<file path="src/rtl/cic_integ_decim.sv">
// CIC integrator section with decimation. A cascade of STAGES wrapping
// integrators runs at the input sample rate; every R = rate+1 valid samples
// the top bits of the last integrator are presented to the downstream comb
// together with a one-cycle active-low hold strobe.
module cic_integ_decim #(
  parameter int IN_WIDTH  = 8,
  parameter int STAGES    = 3,
  parameter int RATE_BITS = 4,
  parameter int OUT_WIDTH = 8
) (
  input  logic                        clock,
  input  logic                        reset,
  input  logic                        in_valid,
  input  logic signed [IN_WIDTH-1:0]  data_in,
  input  logic [RATE_BITS-1:0]        rate,
  output logic signed [OUT_WIDTH-1:0] data_out,
  output logic                        hold,
  output logic                        rate_err
);

  // Growth of STAGES * log2(R_max) bits keeps the wrapped integrators exact
  // as seen through the downstream comb.
  localparam int ACC_W = IN_WIDTH + STAGES * RATE_BITS;

  logic signed [ACC_W-1:0]     acc_q [STAGES];
  logic signed [ACC_W-1:0]     acc_d [STAGES];
  logic [RATE_BITS-1:0]        cnt_q, cnt_d;
  logic [RATE_BITS-1:0]        rate_q, rate_d;
  logic signed [OUT_WIDTH-1:0] data_out_q, data_out_d;
  logic                        hold_q, hold_d;
  logic                        rate_err_q, rate_err_d;
  logic                        wrap;

  function automatic logic signed [ACC_W-1:0] sext_in(
    input logic signed [IN_WIDTH-1:0] x
  );
    return {{(ACC_W-IN_WIDTH){x[IN_WIDTH-1]}}, x};
  endfunction

  // Plain truncation: keep the MSBs, drop the LSBs, no rounding.
  function automatic logic signed [OUT_WIDTH-1:0] out_slice(
    input logic signed [ACC_W-1:0] a
  );
    return a[ACC_W-1 -: OUT_WIDTH];
  endfunction

  // Next-state: integrator cascade, frame counter, output capture, rate tracking
  always_comb begin
    acc_d      = acc_q;
    cnt_d      = cnt_q;
    rate_d     = rate_q;
    data_out_d = data_out_q;
    wrap       = in_valid && (cnt_q == rate_q);
    hold_d     = !wrap;
    rate_err_d = rate_err_q | ((rate != rate_q) && (cnt_q != '0));

    if (in_valid) begin
      // Each stage adds the previous stage's registered value, giving one
      // cycle of pipeline per stage.
      acc_d[0] = acc_q[0] + sext_in(data_in);
      for (int k = 1; k < STAGES; k++) begin
        acc_d[k] = acc_q[k] + acc_q[k-1];
      end
      cnt_d = cnt_q + RATE_BITS'(1);
    end

    if (wrap) begin
      cnt_d      = '0;
      rate_d     = rate;
      data_out_d = out_slice(acc_d[STAGES-1]);
    end
  end

  // State registers; reset discards any partial frame and relatches rate
  always_ff @(posedge clock) begin
    if (reset) begin
      for (int k = 0; k < STAGES; k++) begin
        acc_q[k] <= '0;
      end
      cnt_q      <= '0;
      rate_q     <= rate;
      data_out_q <= '0;
      hold_q     <= 1'b1;
      rate_err_q <= 1'b0;
    end else begin
      for (int k = 0; k < STAGES; k++) begin
        acc_q[k] <= acc_d[k];
      end
      cnt_q      <= cnt_d;
      rate_q     <= rate_d;
      data_out_q <= data_out_d;
      hold_q     <= hold_d;
      rate_err_q <= rate_err_d;
    end
  end

  assign data_out = data_out_q;
  assign hold     = hold_q;
  assign rate_err = rate_err_q;

endmodule

</file>
<file path="config.mk">
export PLATFORM = sky130hd
export DESIGN_NAME = cic_integ_decim
export DESIGN_NICKNAME = d
export VERILOG_FILES = /design/src/rtl/cic_integ_decim.sv
export SDC_FILE = /design/constraint.sdc
export NUM_CORES = 1
export LEC_CHECK = 0
export CELL_PAD_IN_SITES_DETAIL_PLACEMENT = 0
export CELL_PAD_IN_SITES_GLOBAL_PLACEMENT = 1
export CORE_MARGIN = 2
export CORE_UTILIZATION = 35
export DETAILED_ROUTE_END_ITERATION = 12
export MAX_ROUTING_LAYER = met4
export PLACE_DENSITY = 0.68
export SYNTH_ARGS = -nofsm -noshare
export SYNTH_HDL_FRONTEND = slang
export SYNTH_SLANG_ARGS = --single-unit
</file>
<file path="constraint.sdc">
create_clock -name clock -period 8.95 [get_ports clock]
set_clock_uncertainty 0.15 [all_clocks]
set_input_delay 1.79 -clock clock [delete_from_list [all_inputs] [get_ports clock]]
set_output_delay 1.79 -clock clock [all_outputs]
set_load 0.005 [all_outputs]
</file>
==> summary.md, run 1 <==
| Metric | Value |
|---|---|
| Status | `finished clean` |
| Post-CTS Setup Inserts | `0` |
| Grt ovf | `0` |
| N_diodes | `0` |
| Die area | `17520 um^2` |
| Synth async-reset ratio | `0%` |
| Most frequent CP cell | `a21o_1` |
| Latest clock arrival within the worst-skew pair | `0.34 ns` |
| Final Hold Viols | `0` |
| Io pins | `25` |
| Critical path's slowest cell | `clkdlybuf4s50_1` |
| WL/cell | `14.83 um` |
| GPL Wtd Cong | `0.8481` |
| H-tree Lvls | `3` |
| Class of the worst hold path | `flip-flop to flip-flop` |
| Final setup fails | `0` |
| CP startpoint kind | `input port` |
| Tmin final | `4.796 ns` |
| Synth Area in Adders | `13.85%` |
| Top FF cell, synth | `dfxtp_1` |
| Fill cells | `1641` |
| Ratio of cells with drive above 1 in the final layout | `4.906%` |
| Core ar. | `16000 um^2` |
| Reg2Reg Setup Slack | `5.61 ns` |
| CP arrival | `4.88 ns` |
| Synth Area in Simple Gates | `17.88%` |
| Nets@finish | `765` |
| Commonest non-fill, non-tap cell in the layout | `dfxtp_1` |
| Compound-Gate Fraction of Synth Area | `23.16%` |
| Vias per cell | `5.389` |
| Main combinational cell family by area after synthesis | `compound AO/OA/AOI/OAI gates` |
| Top cells by area, synth | `dfxtp_1 (26%), ha_1 (13%), mux2i_1 (5.7%)` |
| Worst Path Buf+Inv | `1` |
| PwrDens | `181.1 nW/um^2` |
| RSZ-0062 raised after global routing | `no` |
| Crit path kind | `input port to flip-flop` |
| Post-synthesis cell type count | `72` |
| Hold buffers post-CTS | `0` |
| P&R area growth vs syn | `12.33%` |
| Dpl hpwl | `9751 um` |
| First-pass GRT wire length | `22940 um` |
| CP endpoint kind | `flip-flop` |
| Rel. slew slack | `40.91%` |
| Worst setup endpoint | `acc_q[59]` |
| Max Clk Rate | `208.5 MHz` |
| Area of the multi-input gates | `3924 um^2` |
| Register area share after synthesis | `27.78%` |
| Req. time, crit path | `9.03 ns` |
| Total iterations of the first detailed-routing run | `7` |
| Placed Instances | `893` |
| CP top delay family | `compound AO/OA/AOI/OAI gates` |
| Die H | `132.3 um` |
| Synth top area share | `25.69%` |
| Peak fanout along the critical path | `14` |
| Yosys warns | `0` |
| Least-Margin Pin Slew | `0.8796 ns` |
| Reg clk slew, reported paths | `0.06 ns` |
| Mean area per synthesized cell | `8.491 um^2` |
| Post-cts gate resize count | `0` |
| Max-slew violation count | `0` |
| Clock sink count | `78` |
| #FFs+latches synth | `78` |
| Worst IR Drop VDD | `0.0001009 V` |
| FF-to-FF Start | `acc_q[20]` |
| Cell chain of the critical path | `clkdlybuf4s50_1 > ha_1 > a21o_1 > a21o_1 > a21o_1 > a21oi_1 > o21ai_1 > a221oi_1 > mux2i_1 > mux2_2` |
| Number of enable flip-flop cells after synthesis | `4` |
| Total negative slack | `0 ns` |
| Vias in the first global route | `4601` |
| Largest net degree at the start of global routing | `82` |
| Vias | `4899` |
| PortBufs | `24` |
| CTS max path bufs | `2` |
| Detailed Route Iter0 Violations | `247` |
| Synth Net Count | `756` |
| Cts bufs inserted | `9` |
| Fin crit share | `53.58%` |
| Crit path launch | `data_in[7]` |
| Initial Util | `36.03%` |
| Xor/xnor share of the synthesized area | `6.793%` |
| DRC | `0` |
| Antenna Violating Nets Remaining | `0` |
| CTS root buf | `clkbuf_16` |
| Reg2reg end | `acc_q[34]` |
| Register area | `1602 um^2` |
| P_leak | `0.002867 uW` |
| Initial antenna violation count | `0` |
| Die W | `132.3 um` |
| Mux contribution to synthesized area | `6.380%` |
| Max Cap Violations | `0` |
| Max stage delay on crit path | `0.86 ns` |
| Routed WL | `13480 um` |
| Synth Instances | `679` |
| Dominant cell type by area after synthesis | `dfxtp_1` |
| Synthesized cell area | `5766 um^2` |
| R2R cell count | `10` |
| Pre-CTS setup slack | `3.847 ns` |
| CTS tree | `yes` |
| Commonest cells after routing, fill and taps aside | `dfxtp_1 (74), nor2_1 (70), ha_1 (59)` |
| Final Worst Setup Slack | `4.154 ns` |
| Row count | `46` |
| WP depth | `10` |
| GRT Resource Usage Total | `16.34%` |
| Finished Layout Cells | `909` |
-- worst min-delay path by stage --
stage / startpoint / end / cells after the start
after global routing: data_out[4] / data_out[4] / 2
after detailed placement: data_out[4] / data_out[4] / 2
after global placement: data_out[4] / data_out[4] / 2
after CTS: data_out[4] / data_out[4] / 2
final: data_out[4] / data_out[4] / 2
after floorplan: acc_q[14] / acc_q[14] / 1
-- power by group --
group / leakage [uW] / internal [uW] / switching (uW)
Sequential: 0.000644 / 389 / 38.8
Combinational: 0.00209 / 168 / 208
Clock: 0.000132 / 217 / 151
Total: 0.00287 / 774 / 399
-- metrics by stage --
stage	hold WS [ns]	util [%]	power (uW)	instance area (um^2)
after floorplan	0.2987	-	724.7	5766
after global placement	0.2871	38.64	802.4	6182
after detailed placement	0.2995	38.64	810.2	6182
after CTS	0.3108	40.48	1186	6476
after global routing	0.3288	40.48	1257	6476
final	0.3049	40.48	1173	6476
-- worst min-delay path, delay by kind of cell (launching register included) --
family / cells / cell delay (ns)
flip-flops: 1 / 0.31
AND/OR/NAND/NOR: 1 / 0.05
AO/OA/AOI/OAI: 1 / 0.05
-- cell usage after synthesis, drive strengths merged, types with 4 or more instances --
cell     n
dfxtp   74
nor2    70
ha      59
a21oi   47
nand2   36
inv     34
mux2i   33
o21ai   33
xnor2   33
a21o    29
clkbuf  28
nor3    17
nand3   15
a211oi  11
a31oi    9
nand4    9
xor2     9
nor4     8
or3      8
nor2b    7
o21bai   7
and3     6
and4     6
nand2b   6
o311ai   6
o22ai    5
a211o    4
a22o     4
edfxtp   4
o21a     4
-- cell type report --
cell class / count / share of cell area [%]
Inverter: 35 / 2.029
Clock buffer: 11 / 3.594
Clock inverter: 5 / 0.9467
Tap cell: 216 / 4.173
Multi-Input combinational cell: 537 / 60.59
Sequential cell: 78 / 24.73
Timing Repair Buffer: 27 / 3.941
-- per-layer routing --
metal / wire length [um] / up-vias / share of wire [%] / GRT usage (%)
met5: 0 / - / 0 / -
met1: 6798 / 2258 / 50 / 21.98
met4: 163 / 0 / 1.2 / 4.361
met2: 5937 / 88 / 44 / 25.27
met3: 576 / 12 / 4.3 / 2.922
li1: - / 2541 / - / -
-- registers in the layout (all words and copies together), names as in the netlist --
name	count
hold	1
rate_q	4
data_out	8
acc_q	60
cnt_q	4
rate_err	1
-- cells by family (layout without fill, tap and decap cells) --
group | Yosys count | count (layout)
AOI/OAI and AO/OA | 193 | 193
adders and majority gates | 62 | 62
and+or+nand+nor | 203 | 203
DFF | 78 | 78
xor gates and xnor gates | 43 | 43
buffers and inverters | 64 | 78
muxes | 36 | 36
No activity file was read; power rests on OpenSTA's default activity.
==> run 2, diff against run 1 <==
==> constraint.sdc (replaced) <==
create_clock -name clock -period 4.8 [get_ports clock]
set_clock_uncertainty 0.15 [all_clocks]
set_input_delay 0.96 -clock clock [delete_from_list [all_inputs] [get_ports clock]]
set_output_delay 0.96 -clock clock [all_outputs]
set_load 0.005 [all_outputs]
==> summary.md, run 2 (synthesis gave the netlist of run 1 again) <==
| Metric | Value |
|---|---|
| PortBufs | `24 (unchanged)` |
| Crit path kind | `input port to flip-flop` |
| Worst IR Drop VDD | `0.0001934 V (+92%)` |
| RSZ-0062 raised after global routing | `no` |
| P&R area growth vs syn | `12.26% (about the same)` |
| CP arrival | `3.69 ns (-1.19 ns)` |
| Final setup fails | `0 (unchanged)` |
| Total iterations of the first detailed-routing run | `4 (-3)` |
| CTS tree | `yes` |
| Fill cells | `1648 (+0.43%)` |
| GRT Resource Usage Total | `16.23% (-0.12 points)` |
| Reg with most FFs | `acc_q` |
| Die area | `17520 um^2 (unchanged)` |
| Vias in the first global route | `4680 (+1.7%)` |
| Reg clk slew, reported paths | `0.06 ns (about the same)` |
| Commonest non-fill, non-tap cell in the layout | `dfxtp_1` |
| Largest net degree at the start of global routing | `83 (+1.2%)` |
| Max-slew violation count | `0 (unchanged)` |
| Rel. slew slack | `42.84% (+1.9 points)` |
| Tmin final | `3.597 ns` |
| P_leak | `0.002880 uW (+0.43%)` |
| Fin crit share | `74.93%` |
| N_diodes | `0 (unchanged)` |
| CP startpoint kind | `input port` |
| Final Hold Viols | `0 (unchanged)` |
| GPL Wtd Cong | `0.8665 (+2.2%)` |
| Total negative slack | `0 ns (unchanged)` |
| Switching power share of the total | `34.66% (+0.68 points)` |
| DRC | `0 (unchanged)` |
| Io pins | `25 (unchanged)` |
| Peak fanout along the critical path | `5 (-9)` |
| PwrDens | `331.7 nW/um^2 (+83%)` |
| First-pass GRT wire length | `22690 um (-1.1%)` |
| Pwr Total | `2147 uW (+83%)` |
| FF-to-FF Start | `acc_q[20]` |
| Cts bufs inserted | `9 (unchanged)` |
| Row count | `46 (unchanged)` |
| CP endpoint kind | `flip-flop` |
| Sw power | `744.2 uW (+87%)` |
| Core occupancy in the finished layout | `40.45% (about the same)` |
| Hold Path Origin | `data_out[4]` |
| Initial antenna violation count | `0 (unchanged)` |
| Routed WL | `13660 um (+1.4%)` |
| Least-Margin Pin Slew | `0.8574 ns (-0.02215 ns)` |
| Initial Util | `36.03% (unchanged)` |
| Int Power | `1403 uW (+81%)` |
| Nets@finish | `768 (+0.39%)` |
| Latest clock arrival within the worst-skew pair | `0.35 ns (about the same)` |
| Max Clk Rate | `278.0 MHz` |
| Ratio of cells with drive above 1 in the final layout | `5.180% (+0.27 points)` |
| Core ar. | `16000 um^2 (unchanged)` |
| Die W | `132.3 um (unchanged)` |
| Cell Area, Placed | `6205 um^2 (+0.36%)` |
| Post-CTS Setup Inserts | `0 (unchanged)` |
| Die H | `132.3 um (unchanged)` |
| Crit path launch | `data_in[7]` |
| Finished Layout Cells | `911 (+0.22%)` |
| H-tree Lvls | `3 (unchanged)` |
| Dpl hpwl | `9890 um (+1.4%)` |
| CTS root buf | `clkbuf_16` |
| Status | `finished clean` |
| Req. time, crit path | `4.89 ns (-4.14 ns)` |
| Combinational share of power | `32.9% (+0.8 points)` |
| Detailed Route Iter0 Violations | `218 (-12%)` |
| Design area | `6472 um^2 (about the same)` |
| Max reg flops | `60 (unchanged)` |
| Placed Instances | `896 (+0.34%)` |
| Flop pwr share | `37.3% (+0.8 points)` |
| Clock sink count | `78 (unchanged)` |
| CTS max path bufs | `2 (unchanged)` |
| Commonest cells after routing, fill and taps aside | `dfxtp_1 (74), nor2_1 (70), ha_1 (59)` |
| Post-cts gate resize count | `0 (unchanged)` |
| Grt ovf | `0 (unchanged)` |
| Hold buffers post-CTS | `0 (unchanged)` |
| Vias per cell | `5.368 (-0.40%)` |
| Class of the worst hold path | `flip-flop to flip-flop` |
| Max Cap Violations | `0 (unchanged)` |
| WL/cell | `14.99 um (+1.1%)` |
| Antenna Violating Nets Remaining | `0 (unchanged)` |
| Vias | `4890 (-0.18%)` |
| Clk pwr share | `29.9% (-1.5 points)` |
==> run 2: cell types whose count changed in the layout (fill, tap and decap cells not counted) <==
cell | before | now
buf_4 | 4 | 7
clkinvlp_4 | 3 | 1
bufinv_16 | 1 | 0
clkbuf_8 | 0 | 1
clkinv_2 | 0 | 1
==> run 2: final cells by class <==
type	count	area (um^2)	area share [%]
inverter	35	131.4	2.030
clock buffer	12	246.5	3.808
sequential	78	1602	24.74
clock inverter	3	21.27	0.3286
tap	216	270.3	4.176
timing repair buffer	30	277.8	4.292
multi-input combinational	537	3924	60.62
==> run 2: metrics by stage <==
stage | setup slack [ns] | hold slack, ns
5_1_grt | 1.033 | 0.3235
4_1_cts | 1.213 | 0.3027
3_5_place_dp | 0.8484 | 0.2891
3_3_place_gp | 0.8726 | 0.2861
2_1_floorplan | 1.629 | 0.2987
6_report | 1.203 | 0.2993
==> run 2: critical path: stages <==
cell and delay, ns:
clkdlybuf4s50_1 0.52, ha_1 0.41, a21o_1 0.18, a21o_1 0.21, a21o_1 0.16, a21oi_1 0.12
o21ai_1 0.15, a221oi_1 0.38, mux2i_1 0.24, mux2_2 0.34
==> run 2: path summary, 6_finish.rpt <==
kind | endpoint | slack (ns) | cells past startpoint
max | acc_q[59] | 1.20 | 10
min | data_out[4] | 0.30 | 2
max reg2reg | acc_q[34] | 1.47 | 10
min reg2reg | data_out[4] | 0.30 | 2
==> run 2: layer usage <==
layer / vias to the layer above / part of all wire [%] / GRT usage, %
li1: 2550 / - / -
met1: 2242 / 50 / 20.83
met2: 84 / 45 / 26.17
met3: 14 / 3.2 / 2.307
met4: 0 / 1.6 / 5.556
met5: - / 0 / -
==> run 2: power groups by stage <==
stage	Combinational [uW]	Sequential (uW)	Clock (uW)
after floorplan	567	785	0
after global routing	792	810	686
after detailed placement	700	815	0
after CTS	704	801	662
after global placement	684	813	0
final	705	800	641
